==> config.mk <==
export PLATFORM = sky130hd
export DESIGN_NAME = regfile_arbiter_flat
export DESIGN_NICKNAME = d
export VERILOG_FILES = /design/src/rtl/regfile_arbiter_pkg.sv /design/src/rtl/regfile_arbiter_if.sv /design/src/rtl/regfile_arbiter_rr_arbiter.sv /design/src/rtl/regfile_arbiter.sv /design/src/flat_wrapper.sv
export SDC_FILE = /design/constraint.sdc
export NUM_CORES = 1
export LEC_CHECK = 0
export CORE_ASPECT_RATIO = 1.25
export CORE_UTILIZATION = 28
export DETAILED_ROUTE_END_ITERATION = 7
export GPL_TIMING_DRIVEN = 1
export PLACE_DENSITY = 0.47
export REMOVE_ABC_BUFFERS = 1
export SETUP_SLACK_MARGIN = 0.02
export SKIP_LAST_GASP = 1
export SLEW_MARGIN = 20
export SYNTH_ARGS = -nofsm -noshare
export SYNTH_HDL_FRONTEND = slang
export SYNTH_HIERARCHICAL = 1
export SYNTH_SLANG_ARGS = --single-unit
==> constraint.sdc <==
create_clock -name clk -period 16.8 [get_ports clk]
set_clock_uncertainty 0.1 [all_clocks]
set_input_delay 3.36 -clock clk [delete_from_list [all_inputs] [get_ports clk]]
set_output_delay 3.36 -clock clk [all_outputs]
set_load 0.03 [all_outputs]
==> src/rtl/regfile_arbiter_pkg.sv <==
// ----------------------------------------------------------------------------
// regfile_pkg
//   Shared constants and types for the register-file arbiter slice.
//   DEPTH/ADDR_W/DATA_W describe the 64 x 16-bit general register array.
//   state_t is the two-state controller encoding (INIT sweep, RUN service).
// ----------------------------------------------------------------------------
package regfile_pkg;

    localparam int ADDR_W = 6;
    localparam int DEPTH  = 2 ** ADDR_W;
    localparam int DATA_W = 16;

    typedef logic [ADDR_W-1:0] reg_index_t;
    typedef logic [DATA_W-1:0] reg_data_t;

    typedef enum logic {
        INIT = 1'b0,
        RUN  = 1'b1
    } state_t;

endpackage : regfile_pkg

==> src/rtl/regfile_arbiter_if.sv <==
// ----------------------------------------------------------------------------
// regfile_arbiter_if
//   Request/response bundle between NUM_REQ requesters and the register file.
//
//   Handshake: a requester raises req_valid[i] with req_we/req_index/req_wdata
//   and holds all of them stable until req_ready[i] is seen high; a transfer
//   happens in the cycle where req_valid[i] & req_ready[i]. req_ready is
//   one-hot at most and is never withdrawn while valid stays high. Exactly one
//   cycle after a transfer, rsp_valid[i] pulses for one cycle with rsp_rdata
//   (read data, or the previous contents on a write). Responses cannot be
//   stalled; rsp_rdata holds its last value while rsp_valid is zero.
//
//   Modports:
//     master - requester side (drives req_*, observes ready and responses)
//     slave  - register file side (drives req_ready and rsp_*)
// ----------------------------------------------------------------------------
interface regfile_arbiter_if #(
    parameter int NUM_REQ = 4
);
    import regfile_pkg::*;

    logic       [NUM_REQ-1:0] req_valid;
    logic       [NUM_REQ-1:0] req_we;
    reg_index_t [NUM_REQ-1:0] req_index;
    reg_data_t  [NUM_REQ-1:0] req_wdata;
    logic       [NUM_REQ-1:0] req_ready;
    logic       [NUM_REQ-1:0] rsp_valid;
    reg_data_t                rsp_rdata;

    modport master (
        output req_valid, req_we, req_index, req_wdata,
        input  req_ready, rsp_valid, rsp_rdata
    );

    modport slave (
        input  req_valid, req_we, req_index, req_wdata,
        output req_ready, rsp_valid, rsp_rdata
    );

endinterface : regfile_arbiter_if

==> src/rtl/regfile_arbiter_rr_arbiter.sv <==
// ----------------------------------------------------------------------------
// rr_arbiter
//   Purely combinational round-robin picker. Searches i_req starting at i_ptr
//   and wrapping modulo NUM_REQ; the first set bit wins. The pointer register
//   lives in the parent so it can be reset/held alongside the controller.
//
//   Ports:
//     i_req       - request vector
//     i_ptr       - starting position for the search
//     i_enable    - when low, no grant is produced
//     o_grant     - one-hot grant (all zero when nothing is granted)
//     o_grant_idx - binary index of the granted requester (0 when none)
//     o_grant_any - high when o_grant is non-zero
// ----------------------------------------------------------------------------
module rr_arbiter #(
    parameter  int NUM_REQ = 4,
    localparam int PTR_W   = $clog2(NUM_REQ)
) (
    input  logic [NUM_REQ-1:0] i_req,
    input  logic [PTR_W-1:0]   i_ptr,
    input  logic               i_enable,
    output logic [NUM_REQ-1:0] o_grant,
    output logic [PTR_W-1:0]   o_grant_idx,
    output logic               o_grant_any
);

    logic [PTR_W:0]   w_sum;
    logic [PTR_W-1:0] w_sel;

    always_comb begin
        o_grant     = '0;
        o_grant_idx = '0;
        o_grant_any = 1'b0;
        w_sum       = '0;
        w_sel       = '0;
        for (int k = 0; k < NUM_REQ; k++) begin
            // One extra bit holds ptr+k before folding back into range.
            w_sum = {1'b0, i_ptr} + (PTR_W + 1)'(k);
            if (w_sum >= (PTR_W + 1)'(NUM_REQ)) begin
                w_sum = w_sum - (PTR_W + 1)'(NUM_REQ);
            end
            w_sel = w_sum[PTR_W-1:0];
            if (i_enable && !o_grant_any && i_req[w_sel]) begin
                o_grant[w_sel] = 1'b1;
                o_grant_idx    = w_sel;
                o_grant_any    = 1'b1;
            end
        end
    end

endmodule : rr_arbiter

==> src/rtl/regfile_arbiter.sv <==
// ----------------------------------------------------------------------------
// regfile_arbiter
//   Owns the 64 x 16-bit register array and serves one read or write per cycle
//   to NUM_REQ requesters in round-robin order. After reset or a clear pulse
//   it spends exactly DEPTH cycles writing zeros to every entry (INIT) before
//   granting anything, so the array itself carries no reset.
//   Writes return the previous register contents (swap).
//
//   Ports:
//     clk          - rising-edge clock
//     rst_n        - synchronous active-low reset; beats clear and grants
//     clear        - one-cycle pulse, restarts the zeroing sweep
//     busy         - high while sweeping (INIT)
//     o_dbg_state  - controller state, for observation
//     o_dbg_rr_ptr - round-robin search start, for observation
//     bus          - request/response bundle (slave side)
// ----------------------------------------------------------------------------
module regfile_arbiter
    import regfile_pkg::*;
#(
    parameter  int NUM_REQ = 4,
    localparam int PTR_W   = $clog2(NUM_REQ)
) (
    input  logic               clk,
    input  logic               rst_n,
    input  logic               clear,
    output logic               busy,
    output state_t             o_dbg_state,
    output logic [PTR_W-1:0]   o_dbg_rr_ptr,
    regfile_arbiter_if.slave   bus
);

    // Storage: deliberately unreset, zeroed by the INIT sweep instead.
    reg_data_t r_regs [DEPTH];

    state_t             r_state;
    reg_index_t         r_init_cnt;
    logic [PTR_W-1:0]   r_rr_ptr;
    logic [NUM_REQ-1:0] r_rsp_valid;
    reg_data_t          r_rsp_rdata;
    logic               r_busy;

    logic [NUM_REQ-1:0] w_grant;
    logic [PTR_W-1:0]   w_gidx;
    logic               w_grant_any;
    logic               w_enable;
    logic               w_we;
    reg_index_t         w_index;
    reg_data_t          w_wdata;

    assign w_enable = (r_state == RUN);

    rr_arbiter #(
        .NUM_REQ (NUM_REQ)
    ) u_rr_arbiter (
        .i_req       (bus.req_valid),
        .i_ptr       (r_rr_ptr),
        .i_enable    (w_enable),
        .o_grant     (w_grant),
        .o_grant_idx (w_gidx),
        .o_grant_any (w_grant_any)
    );

    // Selected requester's command fields.
    assign w_we    = bus.req_we[w_gidx];
    assign w_index = bus.req_index[w_gidx];
    assign w_wdata = bus.req_wdata[w_gidx];

    assign bus.req_ready = w_grant;
    assign bus.rsp_valid = r_rsp_valid;
    assign bus.rsp_rdata = r_rsp_rdata;
    assign busy          = r_busy;
    assign o_dbg_state   = r_state;
    assign o_dbg_rr_ptr  = r_rr_ptr;

    // Array write port. Grants only exist in RUN, so the sweep and a
    // requester write never collide. Nothing is written in a reset cycle.
    always_ff @(posedge clk) begin
        if (rst_n) begin
            if (r_state == INIT) begin
                r_regs[r_init_cnt] <= '0;
            end else if (w_grant_any && w_we) begin
                r_regs[w_index] <= w_wdata;
            end
        end
    end

    // Controller: state, sweep counter, arbitration pointer and response.
    always_ff @(posedge clk) begin
        if (!rst_n) begin
            r_state     <= INIT;
            r_init_cnt  <= '0;
            r_rr_ptr    <= '0;
            r_rsp_valid <= '0;
            r_rsp_rdata <= '0;
            r_busy      <= 1'b1;
        end else begin
            // A grant always completes, even alongside clear; the old
            // contents are captured for both reads and writes.
            r_rsp_valid <= w_grant;
            if (w_grant_any) begin
                r_rsp_rdata <= r_regs[w_index];
                r_rr_ptr    <= (w_gidx == PTR_W'(NUM_REQ - 1)) ? '0 : w_gidx + 1'b1;
            end

            case (r_state)
                INIT: begin
                    r_init_cnt <= r_init_cnt + 1'b1;
                    if (r_init_cnt == reg_index_t'(DEPTH - 1)) begin
                        r_state <= RUN;
                        r_busy  <= 1'b0;
                    end
                end
                RUN: begin
                    r_busy <= 1'b0;
                end
                default: begin
                    r_state <= INIT;
                    r_busy  <= 1'b1;
                end
            endcase

            // clear wins over the state update above, including mid-sweep.
            if (clear) begin
                r_state    <= INIT;
                r_init_cnt <= '0;
                r_busy     <= 1'b1;
            end
        end
    end

endmodule : regfile_arbiter

==> src/flat_wrapper.sv <==
// flat-port wrapper written by rule: the top's interface ports become plain ports
module regfile_arbiter_flat import regfile_pkg::*;
#(
    parameter  int NUM_REQ = 4,
    localparam int PTR_W   = $clog2(NUM_REQ)
)
  (clk, rst_n, clear, busy, o_dbg_state, o_dbg_rr_ptr, bus_req_valid, bus_req_we, bus_req_index, bus_req_wdata, bus_req_ready, bus_rsp_valid, bus_rsp_rdata);
  regfile_arbiter_if #(.NUM_REQ(NUM_REQ)) bus_i ();
  input  logic clk;
  input  logic rst_n;
  input  logic clear;
  output logic busy;
  output state_t o_dbg_state;
  output logic [PTR_W-1:0] o_dbg_rr_ptr;
  input wire logic [$bits(bus_i.req_valid)-1:0] bus_req_valid;
  input wire logic [$bits(bus_i.req_we)-1:0] bus_req_we;
  input wire logic [$bits(bus_i.req_index)-1:0] bus_req_index;
  input wire logic [$bits(bus_i.req_wdata)-1:0] bus_req_wdata;
  output wire logic [$bits(bus_i.req_ready)-1:0] bus_req_ready;
  output wire logic [$bits(bus_i.rsp_valid)-1:0] bus_rsp_valid;
  output wire logic [$bits(bus_i.rsp_rdata)-1:0] bus_rsp_rdata;
  assign bus_i.req_valid = bus_req_valid;
  assign bus_i.req_we = bus_req_we;
  assign bus_i.req_index = bus_req_index;
  assign bus_i.req_wdata = bus_req_wdata;
  assign bus_req_ready = bus_i.req_ready;
  assign bus_rsp_valid = bus_i.rsp_valid;
  assign bus_rsp_rdata = bus_i.rsp_rdata;
  regfile_arbiter #(.NUM_REQ(NUM_REQ)) u_core (.clk(clk), .rst_n(rst_n), .clear(clear), .busy(busy), .o_dbg_state(o_dbg_state), .o_dbg_rr_ptr(o_dbg_rr_ptr), .bus(bus_i));
endmodule
==> impl_metrics.py <==
metrics = {
    "power_and_ir_drop": {
        "switching_share_pct": 20.8,
        "power.switching_mw": 1.13,
        "p_seq_share_pct": 52.3,
        "p_leak_nw": 19.1,
        "cellPowerDensity_nw_per_um2": 107,
        "peakVddDrop_uv": 67.9,
        "combPwrFrac_pct": 4.1,
        "p_int_mw": 4.30,
        "p_clk_share_pct": 43.5,
    },
    "sta": {
        "setup_viol": 0,
        "worst_pin_slew_ns": 1.13,
        "rsz0062_at_grt": "false",
        "drv_slew": 0,
        "finalCritPeriodShare_pct": 56.8,
        "hold_violations": 0,
        "timing.final.ws_setup_ns": 7.27,
        "period_needed_ns": 9.53,
        "max_freq_mhz": 105,
        "slew_headroom_pct": 23.5,
    },
    "route": {
        "viasPerCell": 4.88,
        "vias": 23700,
        "drc": 0,
        "postRouteAntennaNets": 0,
        "drtIter0Drc": 2013,
        "wire_per_inst_um": 25.5,
        "drt-total-wl_mm": 124,
        "drtPass1Iterations": 5,
    },
    "run": {
        "maxCapViolations": 0,
    },
    "yosys": {
        "ys_warn_count": 6,
        "ys_ff_latch": 1054,
        "syn_inst": 2560,
        "synthArstFlopShare_pct": 0,
        "avgSynthCellArea_um2": 16.8,
        "ys.flop_type": "edfxtp_1",
        "netlist_area_um2": 43000,
        "ys_types": 49,
        "synth-edff-count": 1024,
        "yosysSeqAreaShare_pct": 72.8,
    },
    "cts": {
        "clockBufferDepth": 3,
        "path_clk_slew_ns": 0.06,
        "cts.sinks": 1054,
        "tritoncts": "built",
        "ctsHoldBuffers": 0,
        "cts_setup_buffers": 0,
        "post_cts_resized": 0,
        "cts-root-buf": "clkbuf_16",
        "numCtsBuffers": 100,
        "cts_max_level": 3,
        "clk_latency_ns": 0.70,
    },
    "finish": {
        "final_cell_area_um2": 50600,
        "mostFrequentLayoutCell": "edfxtp_1",
        "areaGrowthSynthToFinish_pct": 17.5,
        "layout.area.seq_um2": 31400,
        "fin_cells": 4851,
        "fin_nets": 2840,
        "num-fill-cells": 14500,
        "multi_input_area_um2": 11100,
        "drive_gt1_share_pct": 12.1,
        "final_cell_mix": "edfxtp_1, mux2i_1, nor2_1, clkdlybuf4s50_1, buf_4",
    },
    "grt": {
        "grt_use_total_pct": 15.6,
        "grt_max_degree": 123,
        "grt_pass1_vias": 24300,
        "overflow": 0,
        "antenna_found_initial": 10,
        "grt_first_pass_wirelength_mm": 176,
    },
    "floorplan": {
        "core_um2": 152000,
        "dieArea_um2": 155000,
        "die_w_um": 353,
        "initial_utilization_pct": 28.2,
        "rows": 160,
        "die_h_um": 440,
        "ioPinCount": 127,
    },
    "placed_design": {
        "place_ws_ns": 6.49,
        "port_buffers": 126,
        "place_hpwl_mm": 73.3,
        "dpl_cell_area_um2": 47100,
        "placedCellCount": 4655,
        "gp_congestion": 0.826,
    },
    "worst_setup_path": {
        "max_stage_delay_ns": 1.07,
        "critPathMaxFanout": 110,
        "startpoint_type": "input pin",
        "crit_family": "buffers and inverters",
        "cp.required_ns": 17.26,
        "cp_num_buf_inv": 4,
        "worstSetupPathType": "input pin to flip-flop",
        "cp_data_arrival_time_ns": 9.99,
        "end_kind": "flip-flop",
        "crit_chain": "clkdlybuf4s50_1 -> mux4_2 -> nor2b_4 -> or2_1 -> o21ai_4 -> buf_4 -> mux4_4 -> buf_4 -> buf_12 -> mux2i_1 -> mux2i_1 -> a2111oi_0 -> or3_1 -> a41oi_1",
        "crit_slowest_cell": "mux4_4",
    },
    "min_path": {
        "hold_path_class": "flip-flop to flip-flop",
    },
    "run_status": {
        "status": "complete, no violations",
    },
}
==> kinds of logic after synthesis <==
logic type / Yosys count / synth area share [%]
AOI/OAI and AO/OA: 291 / 4.96
xor gates and xnor gates: 4 / 0.0814
adders and majority gates: 9 / 0.262
buffers and inverters: 174 / 1.94
DFF: 1054 / 72.8
muxes: 637 / 15.6
and+or+nand+nor: 391 / 4.32
==> power by group through the flow <==
| stage | combinational, mW | sequential, mW | clock, mW |
|---|---|---|---|
| floorplan | 0.161 | 2.90 | 0 |
| global placement | 0.225 | 2.90 | 0 |
| detailed placement | 0.226 | 2.90 | 0 |
| CTS | 0.227 | 2.84 | 2.42 |
| global route | 0.235 | 2.84 | 2.50 |
| finish | 0.224 | 2.84 | 2.37 |
==> sequential cells by signal, indices dropped and copies added (netlist names) <==
register / flops
u_core/o_dbg_state: 1
u_core/bus.rsp_rdata: 16
u_core/bus.rsp_valid: 4
u_core/r_init_cnt: 6
u_core/o_dbg_rr_ptr: 2
u_core/busy: 1
u_core/r_regs: 1024
==> tightest hold or removal path: cells and delay by family (launching register included) <==
family	cells	cell delay (ns)
DFF	1	0.34
and+or+nand+nor	2	0.14
==> Yosys cell counts, types with 17 or more instances <==
cell | number | area [um^2]
edfxtp_1 | 1024 | 30700
mux2i_1 | 605 | 6060
nor2_1 | 149 | 559
a22oi_1 | 100 | 751
nand2_1 | 77 | 289
clkbuf_1 | 71 | 267
buf_2 | 64 | 320
nand3_1 | 39 | 195
a21oi_1 | 36 | 180
or3_1 | 35 | 219
and3_1 | 33 | 206
a2111oi_0 | 32 | 280
dfxtp_1 | 30 | 601
o21ai_0 | 30 | 150
nor2b_1 | 27 | 169
mux4_2 | 25 | 563
o22ai_1 | 17 | 106
==> through the flow <==
stage                     hold WS (ns)  util [%]  setup TNS (ns)  total power [mW]
after global placement           0.418      30.9               0              3.12
after CTS                        0.434      33.2               0              5.49
after detailed placement         0.414      30.9               0              3.13
after floorplan                  0.400         -         -519.40              3.06
after global routing             0.487      33.2               0              5.58
final                            0.427      33.2               0              5.43
==> metal layers <==
layer  global-route usage (%)  part of all wire (%)  vias to the layer above
met5                        0                 0.014                        -
met4                     5.04                   2.7                        2
met3                     2.05                   5.2                      140
met2                     27.0                    49                      749
met1                     20.3                    43                    12300
li1                         -                     -                    10500
==> final timing paths <==
kind / start / endpoint / slack [ns] / cells after the start
max: bus_req_valid[1] / u_core/bus.rsp_rdata[15] / 7.27 / 14
min: u_core/busy / u_core/busy / 0.43 / 2
max reg2reg: u_core/o_dbg_rr_ptr[0] / u_core/bus.rsp_rdata[15] / 8.67 / 15
min reg2reg: u_core/busy / u_core/busy / 0.43 / 2
==> final cells by class <==
cell class,count,share of cell area [%]
tap,2025,5.01
clock inverter,75,1.65
inverter,8,0.0594
sequential,1054,62.0
antenna,8,0.0396
multi-input combinational,1332,21.9
clock buffer,113,5.13
timing repair buffer,236,4.21
Power figures use the tool's default switching activity.
